--- config.mk ---
export PLATFORM = sky130hd
export DESIGN_NAME = mem_access_ctrl
export DESIGN_NICKNAME = d
export VERILOG_FILES = /design/src/rtl/mem_access_ctrl.sv
export SDC_FILE = /design/constraint.sdc
export NUM_CORES = 1
export LEC_CHECK = 0
export CAP_MARGIN = 30
export CORE_MARGIN = 4
export CORE_UTILIZATION = 38
export CTS_BUF_LIST = sky130_fd_sc_hd__clkbuf_8
export DETAILED_ROUTE_END_ITERATION = 8
export PLACE_DENSITY = 0.79
export SLEW_MARGIN = 10
export SYNTH_ARGS = -nofsm -noshare
export SYNTH_HDL_FRONTEND = slang
export SYNTH_SLANG_ARGS = --single-unit
--- constraint.sdc ---
create_clock -name clk -period 1.7 [get_ports clk]
set_input_delay 0.34 -clock clk [delete_from_list [all_inputs] [get_ports clk]]
set_output_delay 0.34 -clock clk [all_outputs]
set_load 0.005 [all_outputs]
--- src/rtl/mem_access_ctrl.sv ---
// mem_access_ctrl: round-robin arbiter and MAR/MDR/RAM access sequencer
// serving one read-only fetch port and one load/store data port.
module mem_access_ctrl #(
    parameter int ADDR_W  = 9,
    parameter int DATA_W  = 32,
    parameter int RD_WAIT = 1
) (
    input  logic              clk,
    input  logic              clr,
    input  logic              f_req,
    input  logic [ADDR_W-1:0] f_addr,
    input  logic              d_req,
    input  logic              d_we,
    input  logic [ADDR_W-1:0] d_addr,
    input  logic [DATA_W-1:0] d_wdata,
    input  logic [DATA_W-1:0] mdr_q,
    output logic [DATA_W-1:0] bus_out,
    output logic              bus_drive,
    output logic              MARin,
    output logic              MDRin,
    output logic              read,
    output logic              write,
    output logic [DATA_W-1:0] rdata,
    output logic              f_ack,
    output logic              d_ack,
    output logic              busy
);

    localparam int RDW = (RD_WAIT < 1) ? 1 : RD_WAIT;
    localparam int CW  = (RDW > 1) ? $clog2(RDW) : 1;
    localparam logic [CW-1:0] CNT_LAST = CW'(RDW - 1);

    typedef enum logic [2:0] {
        S_IDLE,
        S_ADDR,
        S_RD,
        S_RCAP,
        S_WDAT,
        S_WR,
        S_ACK
    } state_t;

    state_t            r_state;
    logic              r_port;
    logic              r_last;
    logic              r_we;
    logic [ADDR_W-1:0] r_addr;
    logic [DATA_W-1:0] r_wdata;
    logic [DATA_W-1:0] r_rdata;
    logic [CW-1:0]     r_cnt;
    logic              w_grant_d;
    logic              w_rd_last;

    // On a tie the port that was not served last wins.
    assign w_grant_d = d_req & (~f_req | ~r_last);
    assign w_rd_last = (r_cnt == CNT_LAST);

    always_ff @(posedge clk or negedge clr) begin
        if (!clr) begin
            r_state <= S_IDLE;
            r_port  <= 1'b0;
            r_last  <= 1'b1;
            r_we    <= 1'b0;
            r_addr  <= '0;
            r_wdata <= '0;
            r_rdata <= '0;
            r_cnt   <= '0;
        end else begin
            unique case (r_state)
                S_IDLE: begin
                    if (f_req | d_req) begin
                        r_port  <= w_grant_d;
                        r_last  <= w_grant_d;
                        r_we    <= w_grant_d & d_we;
                        r_addr  <= w_grant_d ? d_addr : f_addr;
                        r_wdata <= w_grant_d ? d_wdata : '0;
                        r_state <= S_ADDR;
                    end
                end
                S_ADDR: begin
                    r_cnt   <= '0;
                    r_state <= r_we ? S_WDAT : S_RD;
                end
                S_RD: begin
                    if (w_rd_last) begin
                        r_state <= S_RCAP;
                    end else begin
                        r_cnt <= r_cnt + 1'b1;
                    end
                end
                S_RCAP: begin
                    r_rdata <= mdr_q;
                    r_state <= S_ACK;
                end
                S_WDAT:  r_state <= S_WR;
                S_WR:    r_state <= S_ACK;
                S_ACK:   r_state <= S_IDLE;
                default: r_state <= S_IDLE;
            endcase
        end
    end

    assign MARin     = (r_state == S_ADDR);
    assign bus_drive = (r_state == S_ADDR) | (r_state == S_WDAT);
    assign bus_out   = (r_state == S_ADDR) ? DATA_W'(r_addr)
                     : (r_state == S_WDAT) ? r_wdata
                     : '0;
    assign read      = (r_state == S_RD);
    assign MDRin     = (r_state == S_WDAT) | ((r_state == S_RD) & w_rd_last);
    assign write     = (r_state == S_WR);
    assign f_ack     = (r_state == S_ACK) & ~r_port;
    assign d_ack     = (r_state == S_ACK) & r_port;
    assign busy      = (r_state != S_IDLE);
    assign rdata     = r_rdata;

endmodule

==> results.md <==
- The starting utilization of the core area is 0.396.
- CTS saw 79 sinks.
- The final reports fail on negative setup slack.
- The endpoint arrival time on the critical path is 1.70 ns.
- The floorplan has 33 rows.
- Dividing the final minimum period by the clock period gives 1.20.
- The floorplan die area is 10200 sq um.
- Counting flops and latches in the post-synthesis netlist gives 79.
- After synthesis the cells add up to 3300 sq um.
- The endpoint identified for the worst register-to-register timing path is r_addr[8]$_DFFE_PN0P_.
- Data on the critical path is required at its endpoint by 1.36 ns.
- The clock passes through at most 2 buffers.
- Dividing the detail-routed wire length by the instance count gives 20.7 microns.
- The die is 101 microns wide.
- In this run the vertical extent of the chip is 101 microns.
- The sum of net half-perimeters after detailed placement is 6.75 mm.
- The minimum clock period after layout is 2.04 ns.
- The number of input and output port buffers inserted is 158.
- The final layout contains 534 nets.
- The sum of routed wire length over all layers is 11.5 mm.
- Setup repair after global routing could not meet its margin everywhere.
- Global routing finished with a remaining overflow of 0.
- The post-route DRC violation count is 0.
- The worst reg-to-reg path cell count is 8.
- Derived from the worst setup path, the maximum achievable clock frequency is 490 MHz.
- The congestion estimate from routability-driven global placement came to 0.764.
- The starting DRC count in detailed routing is 85.
- The number of global-route vias before repair is 3085.
- The relative slew slack is 0.653.
- Across all layers, the routed design uses 2934 vias.
- The mean cell area of the mapped netlist is 13.7 sq um.
- The type of the setup path with the least slack is reg2out.
- The worst setup margin is -0.340 ns.
- The clock arrives with 0.00931 ns of skew.
- The CTS tree is yes.
- The count of nets left with antenna violations once routing finished came out at 0.
- The hold violation count in the final report is 0.
- The maximum number of pins on one net before global-route repair is 38.
- The final setup violation count is 107.
- Leaving out fill and tap cells, the most frequent cell in the layout is sky130_fd_sc_hd__clkdlybuf4s50_1.
- The core box area is 8340 sq um.
- VDD sags by at most 0.00105 V.
- The count of warnings emitted by yosys is 0.
- The number of antenna repair diodes is 0.
- Relative to the synthesized area, the layout overhead comes to 85.8%.
- The gate count of the mapped netlist is 241.
- The transition time at the pin with the least slew margin is 0.519 ns.
- In the layout the commonest cells are sky130_fd_sc_hd__clkdlybuf4s50_1 (117), sky130_fd_sc_hd__dfrtp_1 (76), sky130_fd_sc_hd__buf_6 (50), sky130_fd_sc_hd__a22o_1 (42), sky130_fd_sc_hd__mux2_4 (32).
- In the global route stage, overall resource usage came out at 0.197.
- In this run the static leakage power is 2.86 nW.
- The first global-routing pass estimated 15.6 mm of wire.
- The tree is rooted in a sky130_fd_sc_hd__clkbuf_8.
- Counting the buffers created by CTS gives 9.
- In the final layout, the share of cells above drive strength 1 is 0.427.
- The flow ran to the end, but the final reports show violations.
- The sequential element share of the synthesized area is 0.599.
- The pre-antenna-repair detailed-routing pass consisted of 4 iterations.
- The power density normalized to cell area is 1640 nW/um^2.
- The worst hold margin is 0.456 ns.
- The critical register-to-register path startpoint is r_state[1]$_DFFE_PN0P_.
- The number of antenna violations at the first check in global routing was 0.
- The type of destination of the critical path is an output pin.
- The H-tree depth is 3.
- After clock tree synthesis, the clock-pin slew on the worst setup and hold paths is 0.08 ns.
- 159 I/O pins were placed.
- For this run, the share of the core covered by cells in the final layout is 0.736.
- After detailed routing, the number of vias per cell comes to 5.27.
- The clock latency reported for the late side of the worst-skew pair is 0.34 ns.
- The worst setup path is launched from a flop.
- The post-synth net total is 328.
- The number of filler instances in the final layout is 557.
- The class of the tightest hold or removal check is in2async.
- Across all register-to-register paths, the minimum setup slack is -0.28 ns.
- After synthesis, the netlist uses 29 different library cells.
- The final-report max-slew violation count was 0.
- The tool flagged a number of max-cap violations equal to 0.
- In this run the worst path has a maximum fanout of 6.
## synthesized netlist by cell type
library cell                n  area share
sky130_fd_sc_hd__dfrtp_1   78        0.59
sky130_fd_sc_hd__a22o_1    42        0.11
sky130_fd_sc_hd__mux2_2    32        0.11
sky130_fd_sc_hd__and2_1    24       0.045
sky130_fd_sc_hd__clkbuf_1  11       0.013
sky130_fd_sc_hd__o221a_2    9       0.031
sky130_fd_sc_hd__or4b_1     9       0.027
sky130_fd_sc_hd__buf_2      8       0.012
sky130_fd_sc_hd__nor3b_1    4      0.0091
sky130_fd_sc_hd__a21o_1     2      0.0045
sky130_fd_sc_hd__a21oi_1    2      0.0030
sky130_fd_sc_hd__nand2_1    2      0.0023
sky130_fd_sc_hd__or2_2      2      0.0038
sky130_fd_sc_hd__a211oi_1   1      0.0023
sky130_fd_sc_hd__a21boi_0   1      0.0023
sky130_fd_sc_hd__and3b_1    1      0.0027
sky130_fd_sc_hd__dfstp_2    1      0.0080
sky130_fd_sc_hd__inv_2      1      0.0011
sky130_fd_sc_hd__mux2i_1    1      0.0030
sky130_fd_sc_hd__nand2b_1   1      0.0019
sky130_fd_sc_hd__nand3b_1   1      0.0023
sky130_fd_sc_hd__nor2_1     1      0.0011
sky130_fd_sc_hd__nor2_2     1      0.0019
sky130_fd_sc_hd__nor2b_1    1      0.0019
sky130_fd_sc_hd__nor3_1     1      0.0015
sky130_fd_sc_hd__nor3_2     1      0.0030
sky130_fd_sc_hd__nor4_1     1      0.0019
sky130_fd_sc_hd__o21ai_0    1      0.0015
sky130_fd_sc_hd__o21ai_1    1      0.0015
## where the power goes
group / internal [mW] / switching, mW / total (mW)
Combinational: 3.53 / 1.85 / 5.38
Sequential: 2.75 / 0.541 / 3.29
Clock: 0.711 / 0.698 / 1.41
Total: 6.98 / 3.09 / 10.1
## layer usage
layer / vias up / track usage / wire length, microns
met1: 1488 / 0.232 / 4560
met2: 107 / 0.345 / 6010
met4: 0 / 0.0685 / 182
met3: 18 / 0.0523 / 771
met5: - / 0 / 0
li1: 1321 / - / -
## per-stage QoR
step / TNS (ns) / area (sq um) / cells / total power [mW] / worst slack (ns)
after detailed placement: -9.03 / 5150 / 504 / 7.04 / -0.229
after global routing: -24.69 / 6140 / 557 / 10.6 / -0.406
after floorplan: 0 / 3310 / 241 / 4.91 / 0.127
final: -17.62 / 6140 / 557 / 10.1 / -0.340
after CTS: -11.62 / 5680 / 545 / 9.05 / -0.305
after global placement: -5.48 / 5150 / 504 / 6.90 / -0.178
## sequential cells by signal, indices dropped and copies added (netlist names)
signal	cells
r_state	3
r_port	1
rdata	32
r_addr	9
r_we	1
r_wdata	32
r_last	1
## critical path, stage by stage (launching register included)
cell and delay (ns):
sky130_fd_sc_hd__dfrtp_1 0.41, sky130_fd_sc_hd__buf_6 0.13, sky130_fd_sc_hd__buf_6 0.11, sky130_fd_sc_hd__nor3b_4 0.25
sky130_fd_sc_hd__buf_6 0.17, sky130_fd_sc_hd__a22o_1 0.17, sky130_fd_sc_hd__buf_2 0.13
## logic make-up (layout without fill, tap and decap cells)
| logic type | after synthesis | after routing | synth area share |
|---|---|---|---|
| buf+inv | 20 | 231 | 0.0258 |
| simple gates | 50 | 50 | 0.106 |
| compound gates | 59 | 59 | 0.157 |
| flops | 79 | 79 | 0.599 |
| mux | 33 | 33 | 0.112 |
## cell type report
type / instances / area [sq um] / share of cell area
repair buffers: 214 / 2290 / 0.373
flip-flops and latches: 79 / 1980 / 0.323
multi-input cells: 142 / 1530 / 0.250
clock buffers: 10 / 138 / 0.0224
well taps: 105 / 131 / 0.0214
clock inverters: 6 / 61.3 / 0.00999
inverters: 1 / 3.75 / 0.000612
## repair_timing
item                                   CTS  global route
setup endpoints to repair               49            97
gates cloned                             5             7
setup buffers                           20            10
hold buffers                             1             0
pin swaps                               32            28
gates resized for setup                220            84
endpoints found under the hold margin   21             0
## how the worst max path moves through the flow
| stage | depth (start not counted) | startpoint | endpoint | slack, ns |
|---|---|---|---|---|
| 2_1_floorplan | 5 | r_state[1]$_DFFE_PN0P_ | r_addr[0]$_DFFE_PN0P_ | 0.13 |
| 3_3_place_gp | 4 | r_state[1]$_DFFE_PN0P_ | bus_out[1] | -0.18 |
| 3_5_place_dp | 4 | r_state[1]$_DFFE_PN0P_ | bus_out[0] | -0.23 |
| 4_1_cts | 6 | r_state[2]$_DFFE_PN0P_ | bus_out[0] | -0.31 |
| 5_1_grt | 6 | r_state[2]$_DFFE_PN0P_ | bus_out[0] | -0.41 |
| 6_report | 6 | r_state[2]$_DFFE_PN0P_ | bus_out[0] | -0.34 |
Note: power is estimated with default switching activity, not from simulation.
